File: src/rtl/elev_pkg.sv
`default_nettype none
// +--------------------------------------------------------------------+
// | elev_pkg                                                           |
// | Shared types and helpers for the SCAN elevator controller.         |
// | Rev 1.0 - initial release                                          |
// +--------------------------------------------------------------------+
package elev_pkg;

  // Controller states: idle, travelling between floors, door open.
  typedef enum logic [1:0] {
    IDLE = 2'd0,
    MOVE = 2'd1,
    DOOR = 2'd2
  } state_t;

  localparam logic DIR_UP = 1'b1;
  localparam logic DIR_DN = 1'b0;

  // Widest floor vector the one-hot helper can produce.
  localparam int unsigned MAX_FLOORS = 64;

  // One-hot decode of a floor index; callers truncate to their width.
  function automatic logic [MAX_FLOORS-1:0] onehot(input int unsigned idx);
    onehot = {{(MAX_FLOORS-1){1'b0}}, 1'b1} << idx;
  endfunction

endpackage
`default_nettype wire

File: src/rtl/elev_pending_scan.sv
`default_nettype none
// +--------------------------------------------------------------------+
// | elev_pending_scan                                                  |
// | Reduces the pending-call bitmap against the current floor into     |
// | "request above", "request below" and "request here" flags.         |
// | Rev 1.0 - initial release                                          |
// +--------------------------------------------------------------------+
module elev_pending_scan #(
  parameter int unsigned N_FLOORS = 8,
  parameter int unsigned FLOOR_W  = $clog2(N_FLOORS)
) (
  input  logic [N_FLOORS-1:0] pending,
  input  logic [FLOOR_W-1:0]  floor_idx,
  output logic                any_above,
  output logic                any_below,
  output logic                here
);

  logic [N_FLOORS-1:0] above_mask;
  logic [N_FLOORS-1:0] below_mask;

  // Per-floor masks: which floors lie strictly above / below the cab.
  for (genvar i = 0; i < N_FLOORS; i++) begin : g_mask
    assign above_mask[i] = (FLOOR_W'(i) > floor_idx);
    assign below_mask[i] = (FLOOR_W'(i) < floor_idx);
  end

  assign any_above = |(pending & above_mask);
  assign any_below = |(pending & below_mask);
  assign here      = pending[floor_idx];

endmodule
`default_nettype wire

File: src/rtl/elevator_scan_ctrl.sv
`default_nettype none
// +--------------------------------------------------------------------+
// | elevator_scan_ctrl                                                 |
// | N-floor elevator controller. Calls are latched into a pending      |
// | bitmap and served in SCAN order (continue while requests remain    |
// | ahead, then reverse). Travel and door dwell are tick-counted.      |
// | floor_o is 0-based; the HEX/VGA display paths show floor_o+1.      |
// | Rev 1.0 - initial release                                          |
// +--------------------------------------------------------------------+
module elevator_scan_ctrl
  import elev_pkg::*;
#(
  parameter int unsigned N_FLOORS   = 8,
  parameter int unsigned FLOOR_W    = $clog2(N_FLOORS),
  parameter int unsigned MOVE_TICKS = 250_000_000,
  parameter int unsigned DOOR_TICKS = 100_000_000,
  parameter int unsigned CNT_W      = 28
) (
  input  logic                clk,
  input  logic                rst_n,
  input  logic [N_FLOORS-1:0] call_req,
  output logic [FLOOR_W-1:0]  floor_o,
  output logic                dir_up_o,
  output logic                moving_o,
  output logic                door_open_o,
  output logic [N_FLOORS-1:0] pending_o,
  output logic [N_FLOORS-1:0] led_o
);

  localparam logic [CNT_W-1:0]   MOVE_LAST = CNT_W'(MOVE_TICKS - 1);
  localparam logic [CNT_W-1:0]   DOOR_LAST = CNT_W'(DOOR_TICKS - 1);
  localparam logic [FLOOR_W-1:0] TOP_FLOOR = FLOOR_W'(N_FLOORS - 1);

  // Floor index to a one-hot vector of this controller's width.
  function automatic logic [N_FLOORS-1:0] floor_onehot(input logic [FLOOR_W-1:0] idx);
    return N_FLOORS'(onehot(32'(idx)));
  endfunction

  state_t              state;
  state_t              state_nxt;
  logic [FLOOR_W-1:0]  floor_q;
  logic [FLOOR_W-1:0]  floor_nxt;
  logic                dir_q;
  logic                dir_nxt;
  logic [CNT_W-1:0]    cnt_q;
  logic [CNT_W-1:0]    cnt_nxt;
  logic [N_FLOORS-1:0] pending;
  logic [N_FLOORS-1:0] clr;
  logic [N_FLOORS-1:0] led_q;

  logic                any_above;
  logic                any_below;
  logic                here;
  logic                req_ahead;
  logic                req_behind;
  logic [FLOOR_W-1:0]  step_floor;

  elev_pending_scan #(
    .N_FLOORS (N_FLOORS),
    .FLOOR_W  (FLOOR_W)
  ) u_scan (
    .pending   (pending),
    .floor_idx (floor_q),
    .any_above (any_above),
    .any_below (any_below),
    .here      (here)
  );

  // "Ahead" and "behind" relative to the current travel direction.
  assign req_ahead  = dir_q ? any_above : any_below;
  assign req_behind = dir_q ? any_below : any_above;

  // Neighbouring floor in the travel direction; only used when a request
  // lies strictly ahead, so it never leaves 0..N_FLOORS-1.
  assign step_floor = dir_q ? (floor_q + FLOOR_W'(1)) : (floor_q - FLOOR_W'(1));

  // State register.
  always_ff @(posedge clk) begin
    if (!rst_n) begin
      state <= IDLE;
    end else begin
      state <= state_nxt;
    end
  end

  // Next-state and datapath-next logic for the SCAN sequencing.
  always_comb begin
    state_nxt = state;
    floor_nxt = floor_q;
    dir_nxt   = dir_q;
    cnt_nxt   = cnt_q;
    clr       = '0;
    case (state)
      IDLE: begin
        cnt_nxt = '0;
        if (here) begin
          state_nxt = DOOR;
          clr       = floor_onehot(floor_q);
        end else if (any_above) begin
          dir_nxt   = DIR_UP;
          state_nxt = MOVE;
        end else if (any_below) begin
          dir_nxt   = DIR_DN;
          state_nxt = MOVE;
        end
      end
      MOVE: begin
        if (cnt_q == MOVE_LAST) begin
          cnt_nxt   = '0;
          floor_nxt = step_floor;
          // A call arriving on the very cycle we reach the floor still stops us.
          if (pending[step_floor] || call_req[step_floor]) begin
            state_nxt = DOOR;
            clr       = floor_onehot(step_floor);
          end
        end else begin
          cnt_nxt = cnt_q + CNT_W'(1);
        end
      end
      DOOR: begin
        // Calls for the floor we are standing at are absorbed, never latched.
        clr = floor_onehot(floor_q);
        if (call_req[floor_q]) begin
          cnt_nxt = '0;
        end else if (cnt_q == DOOR_LAST) begin
          cnt_nxt = '0;
          if (req_ahead) begin
            state_nxt = MOVE;
          end else if (req_behind) begin
            dir_nxt   = ~dir_q;
            state_nxt = MOVE;
          end else begin
            state_nxt = IDLE;
          end
        end else begin
          cnt_nxt = cnt_q + CNT_W'(1);
        end
      end
      default: begin
        state_nxt = IDLE;
      end
    endcase
  end

  // Datapath registers: floor, direction, tick counter, pending bitmap, LEDs.
  always_ff @(posedge clk) begin
    if (!rst_n) begin
      floor_q <= '0;
      dir_q   <= DIR_UP;
      cnt_q   <= '0;
      pending <= '0;
      led_q   <= N_FLOORS'(1);
    end else begin
      floor_q <= floor_nxt;
      dir_q   <= dir_nxt;
      cnt_q   <= cnt_nxt;
      pending <= (pending | call_req) & ~clr;
      led_q   <= floor_onehot(floor_q);
    end
  end

  // Status outputs decoded from the current state.
  always_comb begin
    moving_o    = 1'b0;
    door_open_o = 1'b0;
    case (state)
      MOVE:    moving_o    = 1'b1;
      DOOR:    door_open_o = 1'b1;
      default: begin
        moving_o    = 1'b0;
        door_open_o = 1'b0;
      end
    endcase
  end

  assign floor_o   = floor_q;
  assign dir_up_o  = dir_q;
  assign pending_o = pending;
  assign led_o     = led_q;

  // The cab stays within the building.
  a_floor_range : assert property (@(posedge clk) disable iff (!rst_n)
    floor_q <= TOP_FLOOR);

  // Travel only happens towards an outstanding request.
  a_move_has_target : assert property (@(posedge clk) disable iff (!rst_n)
    (state == MOVE) |-> req_ahead);

endmodule
`default_nettype wire

File: config.mk
export PLATFORM = sky130hd
export DESIGN_NAME = elevator_scan_ctrl
export DESIGN_NICKNAME = d
export VERILOG_FILES = /design/src/rtl/elev_pkg.sv /design/src/rtl/elev_pending_scan.sv /design/src/rtl/elevator_scan_ctrl.sv
export SDC_FILE = /design/constraint.sdc
export NUM_CORES = 1
export LEC_CHECK = 0
export BUFFER_PORTS_ARGS = -buffer_cell sky130_fd_sc_hd__buf_2
export CORE_MARGIN = 2
export CORE_UTILIZATION = 35
export CTS_BUF_LIST = sky130_fd_sc_hd__clkbuf_8 sky130_fd_sc_hd__clkbuf_16
export CTS_CLUSTER_SIZE = 28
export DETAILED_ROUTE_END_ITERATION = 6
export GPL_ROUTABILITY_DRIVEN = 0
export GPL_TIMING_DRIVEN = 0
export HOLD_SLACK_MARGIN = 0.08
export SETUP_SLACK_MARGIN = 0.2
export SLEW_MARGIN = 20
export SYNTH_ARGS = -nofsm -noshare
export SYNTH_HDL_FRONTEND = slang
export SYNTH_HIERARCHICAL = 1
export SYNTH_SLANG_ARGS = --single-unit
File: constraint.sdc
create_clock -name clk -period 4.33 [get_ports clk]
set_input_delay 1.0825 -clock clk [delete_from_list [all_inputs] [get_ports clk]]
set_output_delay 1.0825 -clock clk [all_outputs]
set_load 0.1 [all_outputs]
; Yosys cells after proc, flatten, opt, wreduce, memory -nomap -nowiden
; Index checks and enable logic that the tools add are counted.
; W data, S select, Z words.
[totals]
inputBits = 10
ff_bits = 50
word_cells = 96
out_inout_bits = 22
[classes]
n_eq_ne = 13
bitwise = 6
n_lt_le_gt_ge = 18
addsub = 3
n_reduce_logical = 9
n_mux = 39
n_shift = 2
[op_table]
columns = op, n
row1 = $mux W28, 3
row2 = $pmux W28 S3, 1
row3 = $add A28 B1 Y28 const B, 1
row4 = $eq A28 B27 Y1 const B, 1
row5 = $eq A28 B28 Y1 const B, 1
row6 = $and A8 B8 Y8, 3
row7 = $mux W8, 3
row8 = $pmux W8 S3, 1
row9 = $mux W1, 17
row10 = $reduce_or A8 Y1, 2
row11 = $shl A1 B3 Y8 const A, 2
row12 = $mux W2, 7
row13 = $ne A2 B2 Y1 const B, 7
row14 = $bmux W1 S3, 4
row15 = $gt A3 B3 Y1 const A, 4
row16 = $lt A3 B3 Y1 const A, 4
row17 = $lt A3 B4 Y1 const B, 2
row18 = $not A8 Y8, 1
row19 = $or A8 B8 Y8, 1
row20 = $reduce_and A7 Y1, 1
row21 = $gt A1 B3 Y1 const A, 2
row22 = $gt A2 B3 Y1 const A, 2
row23 = $lt A1 B3 Y1 const A, 2
row24 = $lt A2 B3 Y1 const A, 2
row25 = 16 further kinds, 16

; Longest topological paths before layout
[logic_depth]
ltp_word = 10
depth_mapped = 10
depth_no_buf = 9

; Hierarchy
; Netlist, hierarchy kept.
[by_module_without_submodules]
columns = mod, area_per_inst_um2, cells_each, n_inst, seq_area_each_um2
row1 = elevator_scan_ctrl, 2906.5, 335, 1, 1001.0
row2 = elev_pending_scan, 198.9, 28, 1, 0.0

; Least setup slack after synthesis
; No wires, ideal clock.
[synth_path]
path_kind = flip-flop to flip-flop
from = reg floor_q[0], in the netlist floor_o[0]
to = reg state[1]
arrival_time_ns = 3.206
path_stages_with_launch = 10
path_buffers = 1
slack_ns = 1.000
setup_time_ns = 0.124
period_less_slack_ns = 3.330
required_time_ns = 4.206
cell_sequence = dfxtp_1 > buf_2 > inv_2 > fa_1 > nor3_1 > a211oi_1 > o21bai_1 > a311o_1 > o31ai_1 > a21boi_1
[synth_via]
elab_chain_len = 7
elab_cells_between_ends = 39
[synth_rtl]
columns = element, line_no
row1 = "start, declared", elevator_scan_ctrl.sv:41  ; logic [FLOOR_W-1:0] floor_q;
row2 = "start signal, assigned", elevator_scan_ctrl.sv:154  ; floor_q <= floor_nxt;
row3 = $sub A3 B1 Y3 or $add A3 B1 Y3 (tied branches), elevator_scan_ctrl.sv:75  ; assign step_floor = dir_q ? (floor_q + FLOOR_W'(1)) : (floor_q - FLOOR_W'(1));
row4 = $mux W3 *, elevator_scan_ctrl.sv:75
row5 = via step_floor[0], elevator_scan_ctrl.sv:56  ; logic [FLOOR_W-1:0] step_floor;
row6 = $bmux W1 S3, elevator_scan_ctrl.sv:112  ; if (pending[step_floor] || call_req[step_floor]) begin
row7 = $mux W1 (implied by the code), elevator_scan_ctrl.sv:112
row8 = $logic_or A1 B1 Y1 *, elevator_scan_ctrl.sv:112
row9 = $ne A2 B2 Y1 (no source line) *, --
row10 = $reduce_and A5 Y1 (no source line) *, --
row11 = "end signal, assigned", elevator_scan_ctrl.sv:82  ; state <= state_nxt;
row12 = "end, declared", elevator_scan_ctrl.sv:39  ; state_t state;
; Mark *: on every way through the listed nets, which the timed path passes. The rest lies on a longest branch. The select of a mux whose other input is x is not followed.
; A chain may end at the register's enable or synchronous reset.

; Worst setup path in the final report
; Ends and elaborated chain as after synthesis.

==> flow_metrics.tcl <==
set metrics [dict create \
    detail_route.wl_per_cell_um 16.0 \
    syn_area_per_cell_sq_um 8.56 \
    rrSetupSlack_ns 1.36 \
    cts_max_level 2 \
    final_total_negative_setup_slack_ns 0 \
    crit_path_end_kind "flip-flop" \
    clock_latency_on_the_worst_skew_pair_ns 0.31 \
    post_synth_inst_count 363 \
    worstRegToRegCells 9 \
    core_area_sq_um 8680 \
    postRouteAntennaNets 0 \
    antenna_violations_before_repair 0 \
    floorplan.rows 34 \
    tritoncts_clock_tree "yes" \
    postSynthRegisterBits 50 \
    worst_slew_pin_slew_ns 0.756 \
    dp_worst_setup_slack_ns 1.34 \
    post-route-min-period_ns 2.97 \
    leakage_nw 1.32 \
    reg2reg_from "floor_o[0]" \
    syn-cell-area_sq_um 3110 \
    vias_per_cell 5.65 \
    fp.dieArea_sq_um 9640 \
    finalHoldWorstSlack_ns 0.517 \
    clock_skew_ns 0.00631 \
    clock.fmax_mhz 336 \
    overflow 0 \
    timing.rr.end "state[1]" \
    worst_ep_arrival_time_ns 3.17 \
    async_s_r_ff_share_synth_pct 0 \
    max-clock-path-buffers 2 \
    cap_violations 0 \
    synth_cell_types 69 \
    port-buffer-count 31 \
    vias 2880 \
    timing.slew.headroom_pct 49.5 \
    flip_flop_cell_with_the_highest_count_after_synthesis "sky130_fd_sc_hd__dfxtp_1" \
    ys.warnings.count 6 \
    dpl.hpwl_um 5980 \
    hold_buffers 0 \
    finalHoldViolations 0 \
    mappedNetlistNets 384 \
    n_antenna_cell 0 \
    grt_setup_unrepaired "no" \
    grt_util_all_layers_pct 17.2 \
    drt_iter0_drc 140 \
    cts_inserted_buffers 5 \
    timing.hold.worst.class "reg -> reg" \
    maxSlewViolCount 0 \
    area_growth_pct 12.9 \
    cellPowerDensity_nw_per_um2 355 \
    synth-edff-count 0 \
    post-route-drc-count 0 \
    die_w_um 98.2 \
    outcome "completed" \
    min_period_over_period_pct 68.7 \
    cts_post_setup_buffers_inserted 0 \
    type_of_the_worst_setup_path "reg -> reg" \
    start_util_pct 35.8 \
    wire_length_of_the_first_global_routing_pass_um 13500 \
    layout_cell_share_with_drive_strength_beyond_1_pct 17.4 \
    cp-start-kind "flip-flop" \
    design.portCount 32 \
    critical_path_required_ns 4.53 \
    crit_fanout 10 \
    nets 422 \
    cts_num_sinks 50 \
    firstDrtPassIters 4 \
    grt_max_degree 16 \
    vdd.ir_drop.worst_uv 140 \
    first_global_vias 2765 \
    die_h_um 98.2 \
    drt_wl_total_um 8180 \
    startpoint "floor_o[0]" \
    cts.reportedPaths.clkPinSlew_ns 0.10 \
    layout_commonest_cell "sky130_fd_sc_hd__dfxtp_1" \
    most-common-layout-cells "sky130_fd_sc_hd__dfxtp_1 (50), sky130_fd_sc_hd__buf_2 (35), sky130_fd_sc_hd__nor2_1 (35)" \
    cts-resized-gates 0 \
    root_buffer "sky130_fd_sc_hd__clkbuf_8" \
    critPathCapture "state[1]" \
    yosysSeqAreaShare_pct 32.2 \
    worst_slack_ns 1.36 \
    finalSetupViolations 0 \
]
## synthesized netlist by cell type (5+ instances only)
cell,instances,share of area (%)
sky130_fd_sc_hd__o221ai_1,5,1.4
sky130_fd_sc_hd__ha_1,10,4.0
sky130_fd_sc_hd__nor3_1,12,1.9
sky130_fd_sc_hd__clkbuf_1,7,0.85
sky130_fd_sc_hd__o21ai_2,9,2.5
sky130_fd_sc_hd__a22o_1,12,3.4
sky130_fd_sc_hd__xor2_1,9,2.5
sky130_fd_sc_hd__dfxtp_1,50,32
sky130_fd_sc_hd__xnor2_1,7,2.0
sky130_fd_sc_hd__a211oi_1,5,1.2
sky130_fd_sc_hd__nor2_1,35,4.2
sky130_fd_sc_hd__nand2_1,34,4.1
sky130_fd_sc_hd__o21ai_1,5,0.81
sky130_fd_sc_hd__a21o_1,7,1.7
sky130_fd_sc_hd__inv_1,13,1.6
sky130_fd_sc_hd__a21oi_1,14,2.3
sky130_fd_sc_hd__and2_1,7,1.4
sky130_fd_sc_hd__nand3_1,16,2.6
sky130_fd_sc_hd__o21ai_0,14,2.3
sky130_fd_sc_hd__nand4_1,8,1.6
sky130_fd_sc_hd__nand2b_1,5,1.0
## metrics by stage
step / cells / instance area (sq um) / util (%) / total power [mW]
after floorplan: 363 / 3110 / - / 0.834
after global placement: 502 / 3400 / 39.1 / 0.914
after detailed placement: 502 / 3400 / 39.1 / 0.918
after CTS: 510 / 3500 / 40.4 / 1.25
after global routing: 510 / 3500 / 40.4 / 1.31
final: 510 / 3500 / 40.4 / 1.25
## where the power goes
group	switching (mW)	total, mW	internal (mW)	leakage [nW]
registers	0.0256	0.503	0.477	0.406
clock network	0.166	0.337	0.170	0.0579
logic	0.289	0.405	0.117	0.861
## kinds of logic after synthesis
kind of cell	synth area share (%)
buf+inv	4.88
mux	3.71
flops	32.2
xor+xnor	4.51
simple gates	24.1
compound gates	25.6
fa+ha+maj	5.00
## layout make-up
cell class	count	area, sq um
Timing Repair Buffer	31	155
Clock buffer	5	68.8
Multi-Input combinational cell	283	1950
Tap cell	108	135
Buffer	16	98.8
Fill cell	916	5170
Clock inverter	3	40.0
Inverter	14	52.6
Sequential cell	50	1000
## worst min-delay path by stage
stage	from	endpoint	cells after the start
floorplan	cnt_q[16]	cnt_q[16]	2
global placement	cnt_q[0]	cnt_q[0]	1
detailed placement	cnt_q[0]	cnt_q[0]	1
CTS	cnt_q[16]	cnt_q[16]	2
global route	cnt_q[0]	cnt_q[0]	1
finish	cnt_q[0]	cnt_q[0]	1
## critical path: stages, from the launching register on
cell and delay, ns:
sky130_fd_sc_hd__dfxtp_1 0.55, sky130_fd_sc_hd__buf_2 0.30, sky130_fd_sc_hd__inv_2 0.10, sky130_fd_sc_hd__fa_1 0.68
sky130_fd_sc_hd__nor3_1 0.08, sky130_fd_sc_hd__a211oi_1 0.24, sky130_fd_sc_hd__o21bai_1 0.16, sky130_fd_sc_hd__a311o_1 0.40
sky130_fd_sc_hd__o31ai_1 0.25, sky130_fd_sc_hd__a21boi_1 0.10
## sequential cells by signal, indices dropped and copies added, names as in the netlist
| register | cells |
|---|---|
| pending_o | 8 |
| led_o | 8 |
| floor_o | 3 |
| state | 2 |
| dir_up_o | 1 |
| cnt_q | 28 |
## metal layers
layer	global-route usage, %	share of wire [%]
met1	22.2	45
met2	28.0	45
met3	4.37	6.7
met4	6.01	2.6
met5	0	0
(Power assumes the default switching activity.)
